`src/rtl/ps2_move_decoder_if.sv`:
```
// Byte-in / direction-out bundle between the PS/2 receiver, the decoder and the
// square-movement logic. master = byte producer side, slave = decoder side.
interface ps2_move_decoder_if;
  logic [7:0] ps2_key_data;
  logic       ps2_key_pressed;
  logic       move_up;
  logic       move_down;
  logic       move_left;
  logic       move_right;
  logic [7:0] held_keys;
  logic       key_event;

  modport master (
    output ps2_key_data, ps2_key_pressed,
    input  move_up, move_down, move_left, move_right, held_keys, key_event
  );

  modport slave (
    input  ps2_key_data, ps2_key_pressed,
    output move_up, move_down, move_left, move_right, held_keys, key_event
  );
endinterface

```
`src/rtl/ps2_move_decoder.sv`:
```
// PS/2 set-2 byte stream to held arrow/WASD levels with opposing-key cancel and
// a stuck-key watchdog that drops all held keys after a silent period.
module ps2_move_decoder #(
  parameter int unsigned STUCK_TIMEOUT = 25000000,
  parameter int unsigned CNT_W         = 25
) (
  input logic               clock,
  input logic               reset,
  ps2_move_decoder_if.slave bus
);

  typedef enum logic [2:0] {IDLE, EXT, BRK, EXT_BRK, PAUSE} state_e;

  state_e           state_q, state_d;
  logic [2:0]       skip_q, skip_d;
  logic [7:0]       held_q, held_d;
  logic             event_q, event_d;
  logic [CNT_W-1:0] cnt_q, cnt_d;

  logic       apply;
  logic       is_make;
  logic       is_ext;
  logic       wd_expire;
  logic [7:0] key_mask;

  // Held-bit order is {D,A,S,W,right,left,down,up}; the E0 flag must match the map.
  function automatic logic [7:0] map_key(input logic ext, input logic [7:0] code);
    logic [7:0] m;
    m = 8'h00;
    if (ext) begin
      case (code)
        8'h75:   m = 8'h01;
        8'h72:   m = 8'h02;
        8'h6B:   m = 8'h04;
        8'h74:   m = 8'h08;
        default: m = 8'h00;
      endcase
    end else begin
      case (code)
        8'h1D:   m = 8'h10;
        8'h1B:   m = 8'h20;
        8'h1C:   m = 8'h40;
        8'h23:   m = 8'h80;
        default: m = 8'h00;
      endcase
    end
    return m;
  endfunction

  assign wd_expire = (STUCK_TIMEOUT != 0) && (held_q != 8'h00) &&
                     (cnt_q == CNT_W'(STUCK_TIMEOUT));

  always_comb begin
    state_d  = state_q;
    skip_d   = skip_q;
    held_d   = held_q;
    cnt_d    = cnt_q;
    apply    = 1'b0;
    is_make  = 1'b0;
    is_ext   = 1'b0;
    key_mask = 8'h00;

    if (bus.ps2_key_pressed) begin
      cnt_d = '0;
      case (state_q)
        IDLE: begin
          case (bus.ps2_key_data)
            8'hE0: state_d = EXT;
            8'hF0: state_d = BRK;
            8'hE1: begin
              state_d = PAUSE;
              skip_d  = 3'd7;
            end
            8'hAA, 8'hFC, 8'h00, 8'hFF: held_d = 8'h00;
            8'hFA, 8'hFE, 8'hEE: ;
            default: begin
              apply   = 1'b1;
              is_make = 1'b1;
            end
          endcase
        end
        EXT: begin
          if (bus.ps2_key_data == 8'hF0) begin
            state_d = EXT_BRK;
          end else if (bus.ps2_key_data != 8'hE0) begin
            apply   = 1'b1;
            is_make = 1'b1;
            is_ext  = 1'b1;
            state_d = IDLE;
          end
        end
        BRK: begin
          if (bus.ps2_key_data != 8'hF0) begin
            apply   = 1'b1;
            state_d = IDLE;
          end
        end
        EXT_BRK: begin
          if (bus.ps2_key_data != 8'hF0) begin
            apply   = 1'b1;
            is_ext  = 1'b1;
            state_d = IDLE;
          end
        end
        PAUSE: begin
          // The pause key sends E1 plus seven more bytes and never breaks.
          skip_d = skip_q - 3'd1;
          if (skip_q <= 3'd1) state_d = IDLE;
        end
        default: state_d = IDLE;
      endcase

      key_mask = map_key(is_ext, bus.ps2_key_data);
      if (apply) begin
        held_d = is_make ? (held_q | key_mask) : (held_q & ~key_mask);
      end
    end else if (wd_expire) begin
      held_d = 8'h00;
      cnt_d  = '0;
    end else if (held_q == 8'h00 || STUCK_TIMEOUT == 0) begin
      cnt_d = '0;
    end else if (cnt_q != CNT_W'(STUCK_TIMEOUT)) begin
      cnt_d = cnt_q + CNT_W'(1);
    end

    event_d = (held_d != held_q);
  end

  always_ff @(posedge clock) begin
    if (reset) begin
      state_q <= IDLE;
      skip_q  <= 3'd0;
      held_q  <= 8'h00;
      event_q <= 1'b0;
      cnt_q   <= '0;
    end else begin
      state_q <= state_d;
      skip_q  <= skip_d;
      held_q  <= held_d;
      event_q <= event_d;
      cnt_q   <= cnt_d;
    end
  end

  logic up_req, down_req, left_req, right_req;
  assign up_req    = held_q[0] | held_q[4];
  assign down_req  = held_q[1] | held_q[5];
  assign left_req  = held_q[2] | held_q[6];
  assign right_req = held_q[3] | held_q[7];

  assign bus.move_up    = up_req & ~down_req;
  assign bus.move_down  = down_req & ~up_req;
  assign bus.move_left  = left_req & ~right_req;
  assign bus.move_right = right_req & ~left_req;
  assign bus.held_keys  = held_q;
  assign bus.key_event  = event_q;

endmodule

```
`src/flat_wrapper.sv`:
```
// flat-port wrapper written by rule: the top's interface ports become plain ports
module ps2_move_decoder_flat 
#(
  parameter int unsigned STUCK_TIMEOUT = 25000000,
  parameter int unsigned CNT_W         = 25
)
  (clock, reset, bus_ps2_key_data, bus_ps2_key_pressed, bus_move_up, bus_move_down, bus_move_left, bus_move_right, bus_held_keys, bus_key_event);
  ps2_move_decoder_if bus_i ();
  input logic clock;
  input logic reset;
  input wire logic [$bits(bus_i.ps2_key_data)-1:0] bus_ps2_key_data;
  input wire logic [$bits(bus_i.ps2_key_pressed)-1:0] bus_ps2_key_pressed;
  output wire logic [$bits(bus_i.move_up)-1:0] bus_move_up;
  output wire logic [$bits(bus_i.move_down)-1:0] bus_move_down;
  output wire logic [$bits(bus_i.move_left)-1:0] bus_move_left;
  output wire logic [$bits(bus_i.move_right)-1:0] bus_move_right;
  output wire logic [$bits(bus_i.held_keys)-1:0] bus_held_keys;
  output wire logic [$bits(bus_i.key_event)-1:0] bus_key_event;
  assign bus_i.ps2_key_data = bus_ps2_key_data;
  assign bus_i.ps2_key_pressed = bus_ps2_key_pressed;
  assign bus_move_up = bus_i.move_up;
  assign bus_move_down = bus_i.move_down;
  assign bus_move_left = bus_i.move_left;
  assign bus_move_right = bus_i.move_right;
  assign bus_held_keys = bus_i.held_keys;
  assign bus_key_event = bus_i.key_event;
  ps2_move_decoder #(.STUCK_TIMEOUT(STUCK_TIMEOUT), .CNT_W(CNT_W)) u_core (.clock(clock), .reset(reset), .bus(bus_i));
endmodule
```
`config.mk`:
```
export PLATFORM = sky130hd
export DESIGN_NAME = ps2_move_decoder_flat
export DESIGN_NICKNAME = d
export VERILOG_FILES = /design/src/rtl/ps2_move_decoder_if.sv /design/src/rtl/ps2_move_decoder.sv /design/src/flat_wrapper.sv
export SDC_FILE = /design/constraint.sdc
export NUM_CORES = 1
export LEC_CHECK = 0
export CORE_MARGIN = 2
export CORE_UTILIZATION = 60
export CTS_BUF_LIST = sky130_fd_sc_hd__clkbuf_2
export DETAILED_ROUTE_END_ITERATION = 12
export PLACE_DENSITY = 0.79
export SYNTH_ARGS = -nofsm -noshare
export SYNTH_HDL_FRONTEND = slang
export SYNTH_SLANG_ARGS = --single-unit
```
`constraint.sdc`:
```
create_clock -name clock -period 3.6 [get_ports clock]
set_input_delay 0.36 -clock clock [delete_from_list [all_inputs] [get_ports clock]]
set_output_delay 0.36 -clock clock [all_outputs]
set_load 0.1 [all_outputs]
```
==> results.toml <==
[sta]
drv_slew = 0
tns_ps = 0
setup_viol_count_final = 0
min_period_ps = 2690
tightest_slew_ps = 965
finalCritPeriodShare_pct = 74.7
hold_violations = 0
max_clock_freq_mhz = 372
clock_skew_ps = 21.1
slew_headroom_pct = 35.5
grt_setup_unrepaired = "no"

[logic_synthesis]
yosys.area_share.adder_pct = 2.01
yosys.area.top_type = "dfxtp_1"
netlist_area_sq_mm = 0.00249
synth_edf_count = 0
synth_area_per_cell_sq_um = 7.76
ys_warn_count = 0
syn-num-nets = 336
netlist_top_cells_count = "63 x nor2_1, 40 x dfxtp_1, 18 x nand2_1, 17 x o21ai_0, 16 x nand3_1"
yosys.area_share.simple_pct = 32.9
synth-xor-area-share_pct = 8.09
yosys-top-cells-area = "dfxtp_1 32%, nor2_1 9.5%, xor2_1 5.3%, o21ai_0 3.4%, nand3_1 3.2%"
synth-seq-area-share_pct = 32.1
synthMuxAreaShare_pct = 0.804
syn_inst = 321
synth-compound-area-share_pct = 18.8
synth_ff_type = "dfxtp_1"
ys_types = 61
yosys.cell_count.top_type = "nor2_1"
yosysTopAreaCellShare_pct = 32.1
synth_top_family_by_area = "simple AND/OR/NAND/NOR gates"
synthArstFlopShare_pct = 0
synth_seq_cells = 40

[clock_tree]
cts_buffer_depth = 2
htree_levels = 2
cts_resized = 0
clk_latency_ps = 400
clk_pin_slew_ps = 210
cts_tree = "built"
cts-root-buf = "clkbuf_2"
cts_inserted_buffers = 5
post_cts_buffers = 0
cts_sinks = 40
cts_hold_buf = 0

[worst_setup_path]
cp.arrival_ps = 2330
crit_start = "u_core.bus.held_keys[3]"
cp_max_fo = 8
regToRegStartpoint = "u_core.cnt_q[11]"
crit_path_max_incr_delay_ps = 1150
path_cells = "nor2_1 -> nor3_1 -> clkdlybuf4s50_1"
slowest_stage = "clkdlybuf4s50_1"
start_kind = "register"
endpoint_kind = "output pin"
critical_path_class = "reg2out"
cp.required_ps = 3240

[power]
ir_drop_uv = 242
p_int_uw = 663
switching_share_pct = 25.2
p_comb_share_pct = 11.2
total_power_uw = 886
p_clk_share_pct = 37.9
p_per_area_mw_per_mm2 = 315
p_seq_share_pct = 50.9
switchingPower_uw = 223
cellLeakagePower_nw = 0.961

[grt]
grt_pass1_vias = 1961
grt_util_all_layers_pct = 25.2
busiest_layer = "met2"
grt_use_met1_pct = 35.1
met3_usage_pct = 7.40
grt_pass1_wl_um = 8940
met2_usage_pct = 38.2
grt_max_degree = 26
overflow = 0
antenna_found_initial = 0

[placed_design]
placed_cells = 383
io_buffers = 23
dp_hpwl_um = 3980
gp_congestion = 0.973

[cells_and_area]
nFillCells = 346
antennaDiodeCount = 0
drive_gt1_share_pct = 6.76
final_cells = 390
syn2layout_area_growth_pct = 12.8
num-nets-final = 355

[status]
status = "completed"

[hold_path]
min_path_type = "reg2reg"
worstHoldStart = "u_core.cnt_q[0]"

[floorplanning]
boundaryPins = 24
fp-row-count = 23
die_x_um = 68.4
initial_core_util_pct = 62.3
fp.dieArea_sq_mm = 0.00468
coreArea_sq_mm = 0.00400
die_h_um = 68.4

[route]
wirelength_um = 5540
route.vias.total = 2316
post-route-drc-count = 0
dr.pass1.iters = 4
drtIter0Drc = 190
vias_per_cell = 5.94
wl_per_cell_um = 14.2
ant_nets = 0

[job]
cap_violations = 0
## layer usage
metal | vias up | part of all wire [%]
li1 | 1187 | -
met1 | 1065 | 50
met2 | 60 | 44
met3 | 4 | 5.4
met4 | 0 | 0.69
met5 | - | 0
## state kept, by name, indices dropped and copies added (netlist names)
signal                cells
u_core.bus.held_keys      8
u_core.bus.key_event      1
u_core.cnt_q             25
u_core.skip_q             3
u_core.state_q            3
## stage by stage
step	utilization (%)	setup WS, ps	hold slack (ps)	cell area (sq um)
after floorplan	-	4.74	430	2490
after global placement	68.1	758	440	2730
after detailed placement	68.1	636	452	2730
after CTS	70.3	892	494	2810
after global routing	70.3	763	524	2810
final	70.3	912	495	2810
## cell type report
class                   instances  area (sq um)  share of cell area, %
clock buffers                   5          25.0                  0.890
clock inverters                 2          60.1                   2.14
inverters                      15          56.3                   2.00
multi-input cells             253          1560                   55.5
flip-flops and latches         40           801                   28.5
well taps                      50          62.6                   2.23
repair buffers                 25           245                   8.73
## power groups by stage
stage / combinational (mW) / clock (mW) / sequential [mW]
finish: 0.0990 / 0.336 / 0.451
global route: 0.106 / 0.353 / 0.452
CTS: 0.0983 / 0.339 / 0.451
detailed placement: 0.0981 / 0 / 0.460
global placement: 0.0970 / 0 / 0.459
floorplan: 0.0593 / 0 / 0.470
## path summary, 6_finish.rpt
path / endpoint / slack [ps] / cells after the start
worst max-delay path: bus_move_right / 910 / 3
worst max register to register: u_core.cnt_q[16] / 1080 / 6
worst min-delay path: u_core.cnt_q[0] / 500 / 1
worst min register to register: u_core.cnt_q[0] / 500 / 1
## kinds of logic (layout without fill, tap and decap cells)
kind of cell | Yosys count | count (layout)
XOR/XNOR | 23 | 23
AND/OR/NAND/NOR | 158 | 158
adder cells (fa/ha/maj) | 4 | 4
buffers and inverters | 28 | 47
AO/OA/AOI/OAI | 66 | 66
flip-flops | 40 | 40
multiplexers | 2 | 2
## critical path, delay by kind of cell, from the launching register on
kind / cells / cell delay [ps]
simple gates: 2 / 260
buf+inv: 1 / 1150
flops: 1 / 520
## placed cells by master (no fill, tap or decap), drive strengths merged, types with 9 or more instances in the layout
| master | count |
|---|---|
| inv | 15 |
| dfxtp | 40 |
| xor2 | 15 |
| o21ai | 21 |
| nand3 | 16 |
| nor2 | 63 |
| clkdlybuf4s50 | 23 |
| nor3 | 11 |
| nand4 | 9 |
| a21oi | 10 |
| nand2 | 18 |
(Power assumes the default switching activity.)
